**src/rtl/fm_pkg.sv**
```systemverilog
// fm_pkg: shared definitions for the FM envelope-generator controller.
//   - eg_stage_e : envelope stage encoding as stored in the envelope RAM
//   - eg_fsm_e   : sequencer states
//   - CNT_W / ATT_W / STEP_SHIFT : counter, attenuation and step geometry
//   - eg_step()  : rate nibble -> counter increment
package fm_pkg;

  localparam int CNT_W      = 24;  // envelope counter width
  localparam int ATT_W      = 10;  // attenuation = top ATT_W bits of the counter
  localparam int STEP_SHIFT = 8;   // step(r) = 1 << (r + STEP_SHIFT)

  typedef enum logic [1:0] {
    EG_ATTACK  = 2'd0,
    EG_DECAY   = 2'd1,
    EG_SUSTAIN = 2'd2,
    EG_RELEASE = 2'd3
  } eg_stage_e;

  typedef enum logic [1:0] {
    ST_INIT,
    ST_IDLE,
    ST_RD,
    ST_WR
  } eg_fsm_e;

  // Rate 0 freezes the counter; rate 15 gives the largest step, 2^23.
  function automatic logic [CNT_W-1:0] eg_step(input logic [3:0] rate);
    if (rate == 4'd0) return '0;
    return CNT_W'(1) << (int'(rate) + STEP_SHIFT);
  endfunction

endpackage

```
**src/rtl/fm_eg_ctrl_if.sv**
```systemverilog
// fm_eg_ctrl_if: port bundle between the envelope controller and the
// 64-slot envelope-state RAM (asynchronous read, synchronous write).
//   o_ram_idx     : address for both read and write
//   o_ram_wren    : write enable
//   o_ram_stage   : write data, stage
//   o_ram_env_cnt : write data, counter
//   i_ram_stage   : read data, stage
//   i_ram_env_cnt : read data, counter
// master = controller side, slave = RAM side.
interface fm_eg_ctrl_if;
  import fm_pkg::*;

  logic [5:0]       o_ram_idx;
  logic             o_ram_wren;
  logic [1:0]       o_ram_stage;
  logic [CNT_W-1:0] o_ram_env_cnt;
  logic [1:0]       i_ram_stage;
  logic [CNT_W-1:0] i_ram_env_cnt;

  modport master (
    output o_ram_idx, o_ram_wren, o_ram_stage, o_ram_env_cnt,
    input  i_ram_stage, i_ram_env_cnt
  );

  modport slave (
    input  o_ram_idx, o_ram_wren, o_ram_stage, o_ram_env_cnt,
    output i_ram_stage, i_ram_env_cnt
  );

endinterface

```
**src/rtl/fm_eg_step.sv**
```systemverilog
// fm_eg_step: combinational next-state for one envelope slot.
//   stage_i/cnt_i        : current stage and counter from the RAM
//   ar_i dr_i sr_i rr_i  : per-stage rates
//   sl_i                 : sustain level, compared with cnt[23:20]
//   kon_i/koff_i         : pending key events sampled for this slot
//   stage_o/cnt_o        : state to write back
// A key event only changes the stage; the counter then moves with the
// rate of the stage the key event selected.
module fm_eg_step
  import fm_pkg::*;
(
  input  eg_stage_e        stage_i,
  input  logic [CNT_W-1:0] cnt_i,
  input  logic [3:0]       ar_i,
  input  logic [3:0]       dr_i,
  input  logic [3:0]       sr_i,
  input  logic [3:0]       rr_i,
  input  logic [3:0]       sl_i,
  input  logic             kon_i,
  input  logic             koff_i,
  output eg_stage_e        stage_o,
  output logic [CNT_W-1:0] cnt_o
);

  eg_stage_e        stage_eff;
  logic [3:0]       rate;
  logic [CNT_W-1:0] step;
  logic [CNT_W:0]   sum;
  logic [CNT_W:0]   diff;

  // NOTE: every variable written in always_comb gets a default before any
  // branch, so no path leaves it unassigned and no latch is inferred.
  always_comb begin
    stage_eff = stage_i;
    if (kon_i) begin
      stage_eff = EG_ATTACK;
    end else if (koff_i && stage_i != EG_RELEASE) begin
      stage_eff = EG_RELEASE;
    end

    rate = rr_i;
    case (stage_eff)
      EG_ATTACK:  rate = ar_i;
      EG_DECAY:   rate = dr_i;
      EG_SUSTAIN: rate = sr_i;
      default:    rate = rr_i;
    endcase

    step = eg_step(rate);
    // One extra bit catches the borrow / carry used for saturation.
    sum  = {1'b0, cnt_i} + {1'b0, step};
    diff = {1'b0, cnt_i} - {1'b0, step};

    stage_o = stage_eff;
    cnt_o   = sum[CNT_W] ? '1 : sum[CNT_W-1:0];
    case (stage_eff)
      EG_ATTACK: begin
        cnt_o = diff[CNT_W] ? '0 : diff[CNT_W-1:0];
        if (cnt_o == '0) stage_o = EG_DECAY;
      end
      EG_DECAY: begin
        if (cnt_o[CNT_W-1 -: 4] >= sl_i) stage_o = EG_SUSTAIN;
      end
      default: ;
    endcase
  end

endmodule

```
**src/rtl/fm_eg_ctrl.sv**
```systemverilog
// fm_eg_ctrl: envelope sequencer. After reset it fills the envelope RAM
// with silent RELEASE entries; afterwards each i_tick walks all NUM_OPS
// slots (RD then WR per slot), applying pending key events, advancing the
// envelope and emitting the new attenuation for the operator datapath.
//   clk, reset               : clock, synchronous active-high reset
//   i_tick                   : starts one pass; o_overrun if busy
//   i_key_valid/idx/on       : key event, always accepted
//   o_cfg_idx, i_ar..i_sl    : per-slot configuration lookup (same cycle)
//   ram                      : envelope RAM port bundle
//   o_env_valid/idx/att      : one-cycle attenuation result per slot
//   o_busy                   : init or pass in progress
module fm_eg_ctrl
  import fm_pkg::*;
#(
  parameter int NUM_OPS = 64
) (
  input  logic              clk,
  input  logic              reset,
  input  logic              i_tick,
  input  logic              i_key_valid,
  input  logic [5:0]        i_key_idx,
  input  logic              i_key_on,
  output logic [5:0]        o_cfg_idx,
  input  logic [3:0]        i_ar,
  input  logic [3:0]        i_dr,
  input  logic [3:0]        i_sr,
  input  logic [3:0]        i_rr,
  input  logic [3:0]        i_sl,
  fm_eg_ctrl_if.master      ram,
  output logic              o_env_valid,
  output logic [5:0]        o_env_idx,
  output logic [ATT_W-1:0]  o_env_att,
  output logic              o_busy,
  output logic              o_overrun
);

  localparam logic [5:0] LAST_SLOT = 6'(NUM_OPS - 1);

  eg_fsm_e            state_q, state_d;
  logic [5:0]         slot_q, slot_d;
  logic [NUM_OPS-1:0] kon_p_q, kon_p_d;
  logic [NUM_OPS-1:0] koff_p_q, koff_p_d;
  logic               keep_q, keep_d;   // event hit this slot during its RD
  logic               overrun_q;

  // Slot snapshot taken in RD, consumed in WR.
  eg_stage_e          rd_stage_q;
  logic [CNT_W-1:0]   rd_cnt_q;
  logic [3:0]         ar_q, dr_q, sr_q, rr_q, sl_q;
  logic               kon_s_q, koff_s_q;

  eg_stage_e          nxt_stage;
  logic [CNT_W-1:0]   nxt_cnt;
  logic               in_init, in_wr;

  assign in_init = (state_q == ST_INIT);
  assign in_wr   = (state_q == ST_WR);

  // NOTE: sequential state uses non-blocking assignments so every register
  // samples the pre-edge value of its neighbours, independent of order.
  always_ff @(posedge clk) begin
    if (reset) begin
      state_q   <= ST_INIT;
      slot_q    <= '0;
      kon_p_q   <= '0;
      koff_p_q  <= '0;
      keep_q    <= 1'b0;
      overrun_q <= 1'b0;
    end else begin
      state_q   <= state_d;
      slot_q    <= slot_d;
      kon_p_q   <= kon_p_d;
      koff_p_q  <= koff_p_d;
      keep_q    <= keep_d;
      overrun_q <= i_tick && (state_q != ST_IDLE);
    end
  end

  // NOTE: the snapshot registers carry no reset: WR only ever follows an RD
  // that loaded them, so their power-up value is never observed.
  always_ff @(posedge clk) begin
    if (state_q == ST_RD) begin
      rd_stage_q <= eg_stage_e'(ram.i_ram_stage);
      rd_cnt_q   <= ram.i_ram_env_cnt;
      ar_q       <= i_ar;
      dr_q       <= i_dr;
      sr_q       <= i_sr;
      rr_q       <= i_rr;
      sl_q       <= i_sl;
      kon_s_q    <= kon_p_q[slot_q];
      koff_s_q   <= koff_p_q[slot_q];
    end
  end

  always_comb begin
    state_d  = state_q;
    slot_d   = slot_q;
    kon_p_d  = kon_p_q;
    koff_p_d = koff_p_q;
    keep_d   = 1'b0;

    case (state_q)
      ST_INIT: begin
        if (slot_q == LAST_SLOT) begin
          state_d = ST_IDLE;
          slot_d  = '0;
        end else begin
          slot_d = slot_q + 6'd1;
        end
      end
      ST_IDLE: begin
        if (i_tick) begin
          state_d = ST_RD;
          slot_d  = '0;
        end
      end
      ST_RD: begin
        state_d = ST_WR;
        // An event landing after the snapshot must not be wiped in WR.
        keep_d  = i_key_valid && (i_key_idx == slot_q);
      end
      ST_WR: begin
        if (!keep_q) begin
          kon_p_d[slot_q]  = 1'b0;
          koff_p_d[slot_q] = 1'b0;
        end
        if (slot_q == LAST_SLOT) begin
          state_d = ST_IDLE;
          slot_d  = '0;
        end else begin
          state_d = ST_RD;
          slot_d  = slot_q + 6'd1;
        end
      end
      default: state_d = ST_INIT;
    endcase

    // Applied last: a new event beats the WR clear, and the latest event
    // for a slot cancels the opposite pending one.
    if (i_key_valid) begin
      kon_p_d[i_key_idx]  = i_key_on;
      koff_p_d[i_key_idx] = !i_key_on;
    end
  end

  fm_eg_step u_step (
    .stage_i (rd_stage_q),
    .cnt_i   (rd_cnt_q),
    .ar_i    (ar_q),
    .dr_i    (dr_q),
    .sr_i    (sr_q),
    .rr_i    (rr_q),
    .sl_i    (sl_q),
    .kon_i   (kon_s_q),
    .koff_i  (koff_s_q),
    .stage_o (nxt_stage),
    .cnt_o   (nxt_cnt)
  );

  // Write strobes are gated with reset so nothing is written while reset
  // is held, whatever state the FSM was in.
  assign ram.o_ram_idx     = slot_q;
  assign ram.o_ram_wren    = !reset && (in_init || in_wr);
  assign ram.o_ram_stage   = in_init ? EG_RELEASE : nxt_stage;
  assign ram.o_ram_env_cnt = in_init ? '1 : nxt_cnt;

  assign o_cfg_idx   = slot_q;
  assign o_env_valid = !reset && in_wr;
  assign o_env_idx   = o_env_valid ? slot_q : '0;
  assign o_env_att   = o_env_valid ? nxt_cnt[CNT_W-1 -: ATT_W] : '0;
  assign o_busy      = (state_q != ST_IDLE);
  assign o_overrun   = overrun_q;

endmodule

```
**src/flat_wrapper.sv**
```systemverilog
// flat-port wrapper written by rule: the top's interface ports become plain ports
module fm_eg_ctrl_flat import fm_pkg::*;
#(
  parameter int NUM_OPS = 64
)
  (clk, reset, i_tick, i_key_valid, i_key_idx, i_key_on, o_cfg_idx, i_ar, i_dr, i_sr, i_rr, i_sl, o_env_valid, o_env_idx, o_env_att, o_busy, o_overrun, ram_o_ram_idx, ram_o_ram_wren, ram_o_ram_stage, ram_o_ram_env_cnt, ram_i_ram_stage, ram_i_ram_env_cnt);
  fm_eg_ctrl_if ram_i ();
  input  logic clk;
  input  logic reset;
  input  logic i_tick;
  input  logic i_key_valid;
  input  logic [5:0] i_key_idx;
  input  logic i_key_on;
  output logic [5:0] o_cfg_idx;
  input  logic [3:0] i_ar;
  input  logic [3:0] i_dr;
  input  logic [3:0] i_sr;
  input  logic [3:0] i_rr;
  input  logic [3:0] i_sl;
  output logic o_env_valid;
  output logic [5:0] o_env_idx;
  output logic [ATT_W-1:0] o_env_att;
  output logic o_busy;
  output logic o_overrun;
  output wire logic [$bits(ram_i.o_ram_idx)-1:0] ram_o_ram_idx;
  output wire logic [$bits(ram_i.o_ram_wren)-1:0] ram_o_ram_wren;
  output wire logic [$bits(ram_i.o_ram_stage)-1:0] ram_o_ram_stage;
  output wire logic [$bits(ram_i.o_ram_env_cnt)-1:0] ram_o_ram_env_cnt;
  input wire logic [$bits(ram_i.i_ram_stage)-1:0] ram_i_ram_stage;
  input wire logic [$bits(ram_i.i_ram_env_cnt)-1:0] ram_i_ram_env_cnt;
  assign ram_o_ram_idx = ram_i.o_ram_idx;
  assign ram_o_ram_wren = ram_i.o_ram_wren;
  assign ram_o_ram_stage = ram_i.o_ram_stage;
  assign ram_o_ram_env_cnt = ram_i.o_ram_env_cnt;
  assign ram_i.i_ram_stage = ram_i_ram_stage;
  assign ram_i.i_ram_env_cnt = ram_i_ram_env_cnt;
  fm_eg_ctrl #(.NUM_OPS(NUM_OPS)) u_core (.clk(clk), .reset(reset), .i_tick(i_tick), .i_key_valid(i_key_valid), .i_key_idx(i_key_idx), .i_key_on(i_key_on), .o_cfg_idx(o_cfg_idx), .i_ar(i_ar), .i_dr(i_dr), .i_sr(i_sr), .i_rr(i_rr), .i_sl(i_sl), .ram(ram_i), .o_env_valid(o_env_valid), .o_env_idx(o_env_idx), .o_env_att(o_env_att), .o_busy(o_busy), .o_overrun(o_overrun));
endmodule
```
**config.mk**
```make
export PLATFORM = sky130hd
export DESIGN_NAME = fm_eg_ctrl_flat
export DESIGN_NICKNAME = d
export VERILOG_FILES = /design/src/rtl/fm_pkg.sv /design/src/rtl/fm_eg_ctrl_if.sv /design/src/rtl/fm_eg_step.sv /design/src/rtl/fm_eg_ctrl.sv /design/src/flat_wrapper.sv
export SDC_FILE = /design/constraint.sdc
export NUM_CORES = 1
export LEC_CHECK = 0
export ABC_AREA = 1
export BUFFER_PORTS_ARGS = -buffer_cell sky130_fd_sc_hd__buf_2
export CORE_UTILIZATION = 55
export CTS_CLUSTER_SIZE = 10
export DETAILED_ROUTE_END_ITERATION = 10
export GPL_TIMING_DRIVEN = 1
export PLACE_DENSITY = 0.75
export SLEW_MARGIN = 40
export SYNTH_ARGS = -nofsm -noshare
export SYNTH_HDL_FRONTEND = slang
export SYNTH_SLANG_ARGS = --single-unit
```
**constraint.sdc**
```tcl
create_clock -name clk -period 5.06 [get_ports clk]
set_input_delay 0.506 -clock clk [delete_from_list [all_inputs] [get_ports clk]]
set_output_delay 0.506 -clock clk [all_outputs]
set_load 0.02 [all_outputs]
```
Word level (Yosys, flattened, before mapping)

Cells that the tools add are included.

Register bits: 186
Bits in latches: 0
Memory bits (writable): 0
ROM bits: 0
Output and inout port bits: 58
Word-level logic and storage cells: 98
Memories kept: 0

Add/subtract/negate cells: 4
Multiply operators: 0
Divide/modulo/power cells: 0
$lt $le $gt $ge: 5
Equality and inequality tests: 11
Shifts and indexed selects: 1
Mux-type cells: 39
Bitwise gates (word level): 4
Reductions and logical operators: 19

Operators with widths:

| cell                                                 | count |
|---|---|
| 2-to-1 mux 64 bit                                    | 6 |
| 2-to-1 mux 24 bit                                    | 6 |
| bitwise AND 64 bit                                   | 2 |
| bitwise mux 64 bit                                   | 2 |
| NOT 64 bit                                           | 1 |
| adder 24 x 24 -> 25 bit                              | 1 |
| subtractor 24 x 24 -> 25 bit                         | 1 |
| zero test 24 bit                                     | 1 |
| left shift 1 x 5 -> 24 bit (first input constant)    | 1 |
| 2-to-1 mux 6 bit                                     | 3 |
| 2-to-1 mux 2 bit                                     | 8 |
| < comparator 6 x 7 -> 1 bit (second input constant)  | 2 |
| binary-select mux 1 bit (select 6 bit)               | 2 |
| demux 1 bit (select 6 bit)                           | 2 |
| >= comparator 6 x 1 -> 1 bit (second input constant) | 2 |
| one-hot mux 4 bit (3 select lines)                   | 1 |
| one-hot mux 6 bit (2 select lines)                   | 1 |
| 2-to-1 mux 10 bit                                    | 1 |
| one-hot mux 2 bit (4 select lines)                   | 1 |
| logical AND 1 bit                                    | 7 |
| adder 6 x 1 -> 6 bit (second input constant)         | 1 |
| == test 2 bit (second input constant)                | 3 |
| == test 6 bit                                        | 1 |
| == test 6 bit (second input constant)                | 1 |
| 15 further kinds                                     | 26 |

Logic depth before layout (Yosys ltp)

Gate-level depths: netlist of run 1.

Depth after elaboration: 15
Mapped depth: 32
Mapped depth without buffers: 32

Hierarchy

Synthesis of run 1 repeated with hierarchy kept, for this count alone.

Cell total of the unflattened synthesis: 2,056
Area total of the unflattened synthesis: 13,230.2 um^2

By module, submodules not included:

| module     | times used | cells an instance | area an instance (um^2) | seq. area each (um^2) |
|---|---|---|---|---|
| fm_eg_ctrl | 1          | 1,280             | 9,155.0                 | 4,204.0 |
| fm_eg_step | 1          | 776               | 4,075.2                 | 0.0 |

Least setup slack after synthesis of run 1

Ideal clock, no wire load.

Path type: register to output
Start: register u_core.koff_s_q
End: output port ram_o_ram_stage[0]
Arrival: 3,764 ps
Slack: 790 ps
Cell stages (with the launch flop): 30
Cell sequence: edfxtp_1 -> o21ai_4 -> inv_2 -> nor2_2 -> buf_6 -> nand2_1 -> nand4_1 -> o21ai_2 -> nor2_2 -> nand2_1 -> nor2_1 -> inv_1 -> ha_1 -> buf_4 -> inv_1 -> a21oi_1 -> o21ai_1 -> o21bai_1 -> nand2_1 -> nand3_4 -> inv_2 -> nand3_2 -> ha_1 -> inv_1 -> nor2_1 -> o211ai_1 -> nand3_1 -> o211ai_1 -> inv_1 -> nand2_1

Longest elaborated chain between the ends: 14
Elaborated cells on any way between the ends: 22
Classes of those cells: add/sub (3); order compare (1); eq/ne (2); shift (1); mux (11); reduce/logical (4)

Ends and longest elaborated chain:

| element                                                                        | line                               | RTL |
|---|---|---|
| start: declaration                                                             | fm_eg_ctrl.sv:50                   | `logic kon_s_q, koff_s_q;` |
| start signal: assignment                                                       | fm_eg_ctrl.sv:91                   | `koff_s_q <= koff_p_q[slot_q];` |
| logical AND 1 bit (*)                                                          | fm_eg_step.sv:37                   | `end else if (koff_i && stage_i != EG_RELEASE) begin` |
| 2-to-1 mux 2 bit (*)                                                           | fm_eg_step.sv:37                   |  |
| 2-to-1 mux 2 bit (*)                                                           | fm_eg_step.sv:35                   | `if (kon_i) begin` |
| == test 2 bit, or another cell as far along                                    | fm_eg_step.sv:42                   | `case (stage_eff)` |
| one-hot mux 4 bit (3 select lines)                                             | fm_eg_step.sv:42                   |  |
| adder 4 x 4 -> 5 bit / zero test 4 bit (equally long branches)                 | fm_pkg.sv:29, fm_pkg.sv:28         |  |
| left shift 1 x 5 -> 24 bit / 2-to-1 mux 1 bit (equally long branches)          | fm_pkg.sv:29, fm_pkg.sv:28         |  |
| 2-to-1 mux 24 bit                                                              | fm_pkg.sv:29                       | `return CNT_W'(1) << (int'(rate) + STEP_SHIFT);` |
| adder 24 x 24 -> 25 bit / subtractor 24 x 24 -> 25 bit (equally long branches) | fm_eg_step.sv:51, fm_eg_step.sv:52 |  |
| 2-to-1 mux 24 bit (on tied branches)                                           | fm_eg_step.sv:55, fm_eg_step.sv:58 |  |
| >= comparator 4 bit / zero test 24 bit (equally long branches)                 | fm_eg_step.sv:62, fm_eg_step.sv:59 |  |
| 2-to-1 mux 2 bit (on tied branches)                                            | fm_eg_step.sv:62, fm_eg_step.sv:59 |  |
| one-hot mux 2 bit (2 select lines) (*)                                         | fm_eg_step.sv:56                   | `case (stage_eff)` |
| 2-to-1 mux 2 bit (*)                                                           | fm_eg_ctrl.sv:164                  | `assign ram.o_ram_stage = in_init ? EG_RELEASE : nxt_stage;` |
| end: declaration                                                               | flat_wrapper.sv:27                 | `output wire logic [$bits(ram_i.o_ram_stage)-1:0] ram_o_ram_stage;` |

Every way passes the cells marked *; elsewhere a longest branch is shown, timed or not.

Final worst setup path of run 1

Same ends and word-level chain as after synthesis.

==> flow_metrics.env, run 1 <==
export IMPL_avgViaCountPerCell=5.78
export IMPL_status="finished, violations left"
export IMPL_yosysTopAreaCell="dfxtp_1"
export IMPL_yosys_cell_types_count=52
export IMPL_synthMuxAreaShare_pct=0
export IMPL_grt_use_total_pct=36.7
export IMPL_grt_pass1_wl_um=68200
export IMPL_multiInputGateArea_mm2=0.00775
export IMPL_avgSynthCellArea_um2=6.59
export IMPL_irDropWorstVdd_uv=221
export IMPL_critPathCaptureType="output pin"
export IMPL_area_growth_pct=15.1
export IMPL_fin_crit_ns=5.12
export IMPL_p_per_area_mw_per_mm2=253
export IMPL_final_nets=2206
export IMPL_synth_compound_area_share_pct=14.2
export IMPL_worst_hold_path_num_cells=1
export IMPL_drv_slew=0
export IMPL_fill_cells=2135
export IMPL_critPathKind="reg2out"
export IMPL_fmax_mhz=195
export IMPL_grt_start_max_net_pins=105
export IMPL_cts_tree="done"
export IMPL_critPathMaxStageDelay_ns=0.46
export IMPL_violations="negative setup slack"
export IMPL_synth_top_area_share_pct=21.3
export IMPL_synth_top_family_by_area="simple AND/OR/NAND/NOR gates"
export IMPL_dp_worst_setup_slack_ns=0.103
export IMPL_synth_flop_cell="dfxtp_1"
export IMPL_die_h_um=156
export IMPL_numCtsBuffers=17
export IMPL_h_tree_depth=4
export IMPL_setup_ws_ns=-0.0560
export IMPL_clk_pin_slew_ns=0.09
export IMPL_synth_cells=1969
export IMPL_fp_coreArea_mm2=0.0229
export IMPL_synth_seq_cells=186
export IMPL_gr_total_overflow=0
export IMPL_antenna_found_initial=0
export IMPL_cp_common_cell="nand2_1"
export IMPL_post_dp_cell_area_mm2=0.0138
export IMPL_ant_nets=0
export IMPL_netlist_area_mm2=0.0130
export IMPL_hold_path_class="in2reg"
export IMPL_fin_area_mm2=0.0149
export IMPL_seq_area_mm2=0.00420
export IMPL_drt_iter0_drc=1496
export IMPL_dp_hpwl_um=32400
export IMPL_wl_um=44900
export IMPL_hold_viol_final=0
export IMPL_arrival_ns=4.61
export IMPL_synth_simple_area_share_pct=34.2
export IMPL_row_count=55
export IMPL_r2r_cells=8
export IMPL_ios=115
export IMPL_drc=0
export IMPL_yosysSeqAreaShare_pct=32.4
export IMPL_postSynth_asyncResetShare_pct=0
export IMPL_antenna_cells=0
export IMPL_crit_path_start_kind="register"
export IMPL_start_util_pct=56.6
export IMPL_ys_top_cells_by_area="dfxtp_1 (21%), nand2_1 (13%), edfxtp_1 (11%), nor2_1 (9.6%), inv_1 (7.7%)"
export IMPL_synthAdderAreaFrac_pct=5.81
export IMPL_die_x_um=156
export IMPL_synthTopCellsByCount="nand2_1 (455), nor2_1 (330), inv_1 (267), dfxtp_1 (138), a21oi_1 (103)"
export IMPL_cp_max_fo=9
export IMPL_num_vias=14000
export IMPL_rsz0062_at_grt="true"
export IMPL_io_buffers=114
export IMPL_ys_warn_count=0
export IMPL_critPathTopFamily="simple AND/OR/NAND/NOR gates"
export IMPL_leakage_uw=0.00640
export IMPL_clock_latency_ns=0.45
export IMPL_first_pass_iters=6
export IMPL_yosysMostFrequentCell="nand2_1"
export IMPL_required_ns=4.55
export IMPL_post_drt_wl_per_cell_um=18.6
export IMPL_synthXorXnorAreaFrac_pct=1.55
export IMPL_drv_cap=0
export IMPL_path_depth=26
export IMPL_clockBufferDepth=2
export IMPL_setup_violations=1
export IMPL_worst_pin_slew_ns=0.835
export IMPL_gp_congestion=1.06
export IMPL_drive_gt1_share_pct=16.6
export IMPL_period_share_pct=101
export IMPL_die_area_mm2=0.0242
export IMPL_relSlewSlack_pct=44.2
export IMPL_synth_edff_count=48
export IMPL_grt_pass1_vias=13100
export IMPL_slowest_stage="edfxtp_1"
export IMPL_clockRootBuffer="clkbuf_16"
export IMPL_skew_ns=0.0176
export IMPL_path_buf_inv=6
export IMPL_cts_sinks=186
-- stage by stage --
| step | TNS [ns] | total power, µW | hold slack (ns) | std cells | utilization [%] |
|---|---|---|---|---|---|
| floorplan | 0 | 2110 | 0.449 | 1987 | - |
| global placement | 0 | 2340 | 0.464 | 2364 | 59.9 |
| detailed placement | 0 | 2350 | 0.471 | 2364 | 60.0 |
| CTS | 0 | 3740 | 0.217 | 2400 | 63.2 |
| global route | -0.460 | 3900 | 0.218 | 2416 | 65.1 |
| finish | -0.0560 | 3770 | 0.225 | 2416 | 65.1 |
-- where the power goes --
part           total, µW  internal, µW  switching (µW)
clock network       1410           714             692
logic                766           203             563
registers           1600          1550            54.0
-- per-layer routing --
metal,GRT usage [%],part of all wire [%],vias up
met1,42.7,38,6338
li1,-,-,6638
met4,24.9,7.2,0
met3,6.64,8.3,207
met5,0,0,-
met2,61.5,47,788
-- kinds of logic after synthesis --
logic type,after synthesis
and+or+nand+nor,1037
adders and majority gates,59
buffers and inverters,366
other,2
AOI/OAI and AO/OA,296
xor gates and xnor gates,23
DFF,186
-- layout make-up --
cell class                 count  area share (%)
multi-input combinational   1437            51.9
sequential                   186            28.2
inverter                     300            7.60
timing repair buffer         148            5.66
clock buffer                  18            2.88
tap                          313            2.62
clock inverter                14            1.17
-- worst reg2reg max path, stage by stage (launching register included) --
cell      delay (ns)
dfxtp_1         0.42
ha_1            0.19
inv_1           0.08
nor2_1          0.10
clkinv_1        0.38
nor2_1          0.71
inv_1           0.33
o21ai_0         0.31
a211oi_1        0.12
-- what timing repair did --
| item | 4_1_cts | 5_1_grt |
|---|---|---|
| setup endpoints to repair | 2 | 4 |
| hold buffers | 0 | 0 |
| pin swaps | 1 | 28 |
| setup buffers | 3 | 15 |
| resized for setup | 23 | 76 |
| gates cloned | 1 | 1 |
-- cell usage in the layout (no fill, tap or decap), types with 13 or more instances in the layout --
cell type and instances:
nand2_1 447, nor2_1 309, inv_1 255, dfxtp_1 138, buf_2 111, a21oi_1 96, nand3_1 91, nor3_1 64
a31oi_1 49, edfxtp_1 48, ha_1 43, inv_2 35, buf_4 34, o21ai_0 32, nand4_1 30, nor2_2 21
nand2_2 21, conb_1 20, xor2_1 19, o21ai_1 18, a22oi_1 18, clkbuf_16 17, nand3_2 14, a211oi_1 14
nor2_4 13, o211ai_1 13
-- final timing paths --
kind	start	to	slack (ns)
worst max-delay path	u_core.koff_s_q	ram_o_ram_stage[0]	-0.06
worst max register to register	u_core.state_q[0]	u_core.koff_p_q[14]	2.28
worst min register to register	u_core.koff_p_q[5]	u_core.koff_p_q[5]	0.48
worst min-delay path	ram_i_ram_env_cnt[5]	u_core.rd_cnt_q[5]	0.23
-- state kept, by name (all words and copies together) (netlist names), 4 cells and up --
name / count
u_core.ar_q: 4
u_core.dr_q: 4
u_core.koff_p_q: 64
u_core.kon_p_q: 64
u_core.o_cfg_idx: 6
u_core.rd_cnt_q: 24
u_core.rr_q: 4
u_core.sl_q: 4
u_core.sr_q: 4
Note: power is estimated with default switching activity, not from simulation.
==> run 2: changes to the inputs <==
Settings changed: SKIP_CTS_REPAIR_TIMING set to 1.
==> run 2 against run 1 <==
  * The flow still finishes with violations (negative setup slack)
  * Highest routed layer unchanged
  * Count of clock-buffer cells in the layout unchanged
  * Clock skew about the same
  * Worst hold slack better by 0.0010 ns
  * Critical path depth increased by 2
  * Non-clock buffer count up 1
  * Largest cell class unchanged
  * Final area grew 0.95%
  * Largest power group unchanged
  * Critical endpoint is now ram_o_ram_stage[1]
==> flow_metrics.env, run 2 (same netlist as run 1, synthesis figures left out) <==
export IMPL_status="finished, violations left"
export IMPL_violations="negative setup slack"
export IMPL_grt_use_total_pct=36.3
export IMPL_ios=115
export IMPL_area_growth_pct=16.2
export IMPL_r2r_start="u_core.state_q[0]"
export IMPL_die_x_um=156
export IMPL_worst_hold_path_num_cells=1
export IMPL_grt_pass1_wl_um=67400
export IMPL_first_pass_iters=8
export IMPL_grt_pass1_vias=12900
export IMPL_p_per_area_mw_per_mm2=251
export IMPL_hold_viol_final=0
export IMPL_critPathCaptureType="output pin"
export IMPL_dp_hpwl_um=32400
export IMPL_fin_util_pct=65.8
export IMPL_io_buffers=114
export IMPL_die_area_mm2=0.0242
export IMPL_h_tree_depth=4
export IMPL_drt_iter0_drc=1495
export IMPL_layout_common_cells="nand2_1 (442), nor2_1 (305), inv_1 (253)"
export IMPL_drv_cap=0
export IMPL_critPathKind="reg2out"
export IMPL_final_cell_count_no_fill=2417
export IMPL_relSlewSlack_pct=43.6
export IMPL_clockRootBuffer="clkbuf_16"
export IMPL_gp_congestion=1.06
export IMPL_crit_path_start_kind="register"
export IMPL_irDropWorstVdd_uv=220
export IMPL_setup_tns_ns=-0.00638
export IMPL_fmax_mhz=197
export IMPL_finalPower_uw=3780
export IMPL_gr_total_overflow=0
export IMPL_numCtsBuffers=17
export IMPL_grt_use_met2_pct=61.5
export IMPL_holdPathEnd="u_core.rd_cnt_q[5]"
export IMPL_post_drt_wl_per_cell_um=18.7
export IMPL_ant_nets=0
export IMPL_skew_ns=0.0178
export IMPL_period_share_pct=100
export IMPL_arrival_ns=4.56
export IMPL_required_ns=4.55
export IMPL_row_count=55
export IMPL_final_nets=2207
export IMPL_antenna_found_initial=0
export IMPL_drive_gt1_share_pct=17.4
export IMPL_dp_cells=2364
export IMPL_setup_violations=1
export IMPL_r2r_setup_slack_ns=2.26
export IMPL_drc=0
export IMPL_worst_pin_slew_ns=0.845
export IMPL_cts_sinks=186
export IMPL_antenna_cells=0
export IMPL_fp_coreArea_mm2=0.0229
export IMPL_r2r_cells=8
export IMPL_rsz0062_at_grt="true"
export IMPL_setup_ws_ns=-0.00638
export IMPL_clock_latency_ns=0.45
export IMPL_cp_max_fo=6
export IMPL_grt_start_max_net_pins=105
export IMPL_clockBufferDepth=2
export IMPL_fin_crit_ns=5.07
export IMPL_worstHoldStart="ram_i_ram_env_cnt[5]"
export IMPL_cp_common_cell="nand2_1"
export IMPL_clk_pin_slew_ns=0.09
export IMPL_busiest_layer="met2"
export IMPL_wl_um=45100
export IMPL_hold_path_class="in2reg"
export IMPL_slowest_stage="edfxtp_1"
export IMPL_top_regs="u_core.koff_p_q (64), u_core.kon_p_q (64), u_core.rd_cnt_q (24)"
export IMPL_met1_usage_pct=42.3
export IMPL_num_vias=14000
export IMPL_leakage_uw=0.00644
export IMPL_drv_slew=0
export IMPL_r2r_end="u_core.koff_p_q[14]"
export IMPL_avgViaCountPerCell=5.79
export IMPL_critPathMaxStageDelay_ns=0.45
export IMPL_layout_commonest_cell="nand2_1"
export IMPL_die_h_um=156
export IMPL_use_met3_pct=6.64
export IMPL_start_util_pct=56.6
export IMPL_cts_tree="done"
==> run 2: changes by cell type in the layout (fill, tap and decap cells not counted), sizes merged <==
cell / change
buf: +1
==> run 2: final cells by class <==
type | instances | area, µm²
clock buffer | 18 | 429
timing repair buffer | 149 | 865
multi-input combinational | 1437 | 7860
inverter | 300 | 1140
tap | 313 | 392
sequential | 186 | 4200
fill | 2099 | 7850
clock inverter | 14 | 175
==> run 2: report_power, final <==
| group | internal [µW] | switching [µW] | leakage, µW |
|---|---|---|---|
| Clock | 714 | 695 | 0.000297 |
| Combinational | 205 | 567 | 0.00460 |
| Sequential | 1550 | 54.2 | 0.00154 |
| Total | 2470 | 1320 | 0.00644 |
==> run 2: worst max-delay path: cells and delay by family, from the launching register on <==
family | cells | cell delay (ns)
adders and majority gates | 2 | 0.58
AOI/OAI and AO/OA | 7 | 1.14
and+or+nand+nor | 12 | 1.24
DFF | 1 | 0.45
buffers and inverters | 7 | 0.70
==> run 2: worst max path at each step <==
stage	from	endpoint	depth (start not counted)
floorplan	u_core.koff_s_q	ram_o_ram_stage[0]	29
global placement	u_core.koff_s_q	ram_o_ram_stage[0]	28
detailed placement	u_core.koff_s_q	ram_o_ram_stage[0]	28
CTS	u_core.koff_s_q	ram_o_ram_stage[0]	28
global route	u_core.koff_s_q	ram_o_ram_stage[0]	29
finish	u_core.koff_s_q	ram_o_ram_stage[1]	28
==> run 2: stage by stage <==
step	hold WS, ns	setup WS, ns	instance area, µm²
5_1_grt	0.217	-0.238	15100
4_1_cts	0.217	-0.358	14400
3_3_place_gp	0.464	0.286	13700
3_5_place_dp	0.471	0.103	13800
2_1_floorplan	0.449	0.790	13000
6_report	0.226	-0.00638	15100
==> run 2: layer usage <==
| metal | share of wire, % | wire length, µm |
|---|---|---|
| met2 | 47 | 21400 |
| met1 | 37 | 16800 |
| met5 | 0 | 0 |
| met4 | 6.4 | 2900 |
| met3 | 8.8 | 3990 |
==> run 3: changes to the inputs <==
Settings changed: CORE_ASPECT_RATIO set to 0.6, CORE_MARGIN set to 2.
==> run 3 against run 2 <==
  * The flow still finishes with violations (negative setup slack)
  * Sequential cell count is the same
  * Combinational power grew 4.3%
  * Global-route usage grew 1.2 points
  * Count of clock-buffer cells in the layout grew 1
  * Clock power shrank 9.9%
  * Worst setup slack lost 0.28 ns
  * Critical path type unchanged
  * Largest power group unchanged
  * Highest routed layer unchanged
==> flow_metrics.env, run 3 (same netlist as run 1, synthesis figures left out) <==
export IMPL_relSlewSlack_pct=40.2
export IMPL_p_per_area_mw_per_mm2=241
export IMPL_drive_gt1_share_pct=19.2
export IMPL_violations="negative setup slack"
export IMPL_h_tree_depth=4
export IMPL_layout_commonest_cell="nand2_1"
export IMPL_die_h_um=123
export IMPL_intPower_uw=2410
export IMPL_r2r_cells=10
export IMPL_period_share_pct=106
export IMPL_final_nets=2232
export IMPL_r2r_start="u_core.state_q[0]"
export IMPL_worstHoldStart="ram_i_ram_env_cnt[9]"
export IMPL_worst_pin_slew_ns=0.894
export IMPL_finalPower_uw=3680
export IMPL_cts_tree="done"
export IMPL_switchingPower_uw=1270
export IMPL_worst_hold_path_num_cells=1
export IMPL_drv_slew=0
export IMPL_first_pass_iters=7
export IMPL_rsz0062_at_grt="true"
export IMPL_wl_um=48200
export IMPL_grt_start_max_net_pins=76
export IMPL_holdPathEnd="u_core.rd_cnt_q[9]"
export IMPL_die_x_um=202
export IMPL_clockRootBuffer="clkbuf_16"
export IMPL_skew_ns=0.00736
export IMPL_antenna_found_initial=1
export IMPL_cp_max_fo=6
export IMPL_r2r_setup_slack_ns=2.01
export IMPL_dp_hpwl_um=35700
export IMPL_numCtsBuffers=17
export IMPL_ant_nets=0
export IMPL_status="finished, violations left"
export IMPL_comb_power_share_pct=21.9
export IMPL_fill_cells=2077
export IMPL_clk_pin_slew_ns=0.07
export IMPL_start_util_pct=56.1
export IMPL_hold_viol_final=0
export IMPL_dp_worst_setup_slack_ns=0.0227
export IMPL_setup_violations=2
export IMPL_cts_sinks=186
export IMPL_area_growth_pct=17.7
export IMPL_fin_crit_ns=5.35
export IMPL_setup_tns_ns=-0.497
export IMPL_leakage_uw=0.00654
export IMPL_arrival_ns=4.84
export IMPL_multiInputGateArea_mm2=0.00792
export IMPL_grt_pass1_vias=12200
export IMPL_sw_frac_of_total_pct=34.5
export IMPL_dp_cells=2391
export IMPL_fmax_mhz=187
export IMPL_avgViaCountPerCell=5.92
export IMPL_power_frac_clock_pct=34.5
export IMPL_cp_common_cell="buf_6"
export IMPL_critPathCaptureType="output pin"
export IMPL_gr_total_overflow=0
export IMPL_row_count=43
export IMPL_clock_latency_ns=0.45
export IMPL_critPathKind="reg2out"
export IMPL_final_cell_count_no_fill=2445
export IMPL_setup_ws_ns=-0.289
export IMPL_layout_common_cells="nand2_1 (436), nor2_1 (298), inv_1 (254)"
export IMPL_critPathMaxStageDelay_ns=0.44
export IMPL_post_drt_wl_per_cell_um=19.7
export IMPL_fp_coreArea_mm2=0.0231
export IMPL_r2r_end="u_core.kon_p_q[30]"
export IMPL_grt_pass1_wl_um=70200
export IMPL_io_buffers=114
export IMPL_num_vias=14500
export IMPL_hold_path_class="in2reg"
export IMPL_drt_iter0_drc=2257
export IMPL_required_ns=4.55
export IMPL_clockBufferDepth=2
export IMPL_irDropWorstVdd_uv=232
export IMPL_gp_congestion=1.05
export IMPL_grt_use_total_pct=37.5
export IMPL_die_area_mm2=0.0249
export IMPL_drv_cap=0
export IMPL_top_regs="u_core.koff_p_q (64), u_core.kon_p_q (64), u_core.rd_cnt_q (24)"
export IMPL_slowest_stage="edfxtp_1"
export IMPL_ios=115
export IMPL_power_share_sequential_pct=43.6
export IMPL_seq_area_mm2=0.00420
export IMPL_drc=0
export IMPL_crit_path_start_kind="register"
## run 3: changes by cell type in the layout (fill, tap and decap cells not counted), sizes merged
cell	delta
bufinv	-1
buf	+25
diode	+1
clkinvlp	+1
clkinv	+2
clkbuf	+1
inv	-3
## run 3: layout make-up
type / instances / area share [%]
antenna: 1 / 0.0164
tap: 315 / 2.58
multi-input combinational: 1437 / 51.9
inverter: 300 / 7.49
sequential: 186 / 27.5
clock buffer: 19 / 2.90
timing repair buffer: 174 / 6.99
clock inverter: 13 / 0.607
## run 3: worst max-delay path by stage
stage	startpoint	to	slack, ns	cells past startpoint
floorplan	u_core.koff_s_q	ram_o_ram_stage[0]	0.79	29
CTS	u_core.rd_stage_q[0]	ram_o_ram_stage[0]	-0.46	27
global route	u_core.koff_s_q	ram_o_ram_stage[0]	-0.52	29
detailed placement	u_core.koff_s_q	ram_o_ram_stage[0]	0.02	27
global placement	u_core.koff_s_q	ram_o_ram_stage[0]	0.20	28
finish	u_core.koff_s_q	ram_o_ram_stage[0]	-0.29	30
## run 3: stage by stage
| stage | hold WS (ns) | util [%] | instance area [µm²] |
|---|---|---|---|
| after floorplan | 0.449 | - | 13000 |
| after global placement | 0.464 | 60.2 | 13900 |
| after detailed placement | 0.463 | 60.3 | 13900 |
| after CTS | 0.216 | 62.6 | 14500 |
| after global routing | 0.217 | 66.0 | 15300 |
| final | 0.222 | 66.0 | 15300 |
## run 3: routing by layer
layer  routed length (µm)  track usage [%]  up-vias
met5                    0             1.19        -
met4                  620             6.75        0
met1                21800             57.8     6604
met3                 8530             17.6       67
met2                17200             45.7     1104
li1                     -                -     6698
## run 3: critical path, delay by kind of cell (launching register included)
kind            cells  cell delay, ns
compound gates      7            1.22
simple gates       11            1.14
buf+inv            10            1.06
fa+ha+maj           2            0.50
flops               1            0.44
## run 3: power by group through the flow
stage | Clock [µW] | Combinational (µW) | Sequential [µW]
3_3_place_gp | 0 | 723 | 1630
4_1_cts | 1280 | 735 | 1600
2_1_floorplan | 0 | 496 | 1610
6_report | 1270 | 805 | 1600
3_5_place_dp | 0 | 733 | 1630
5_1_grt | 1340 | 846 | 1600
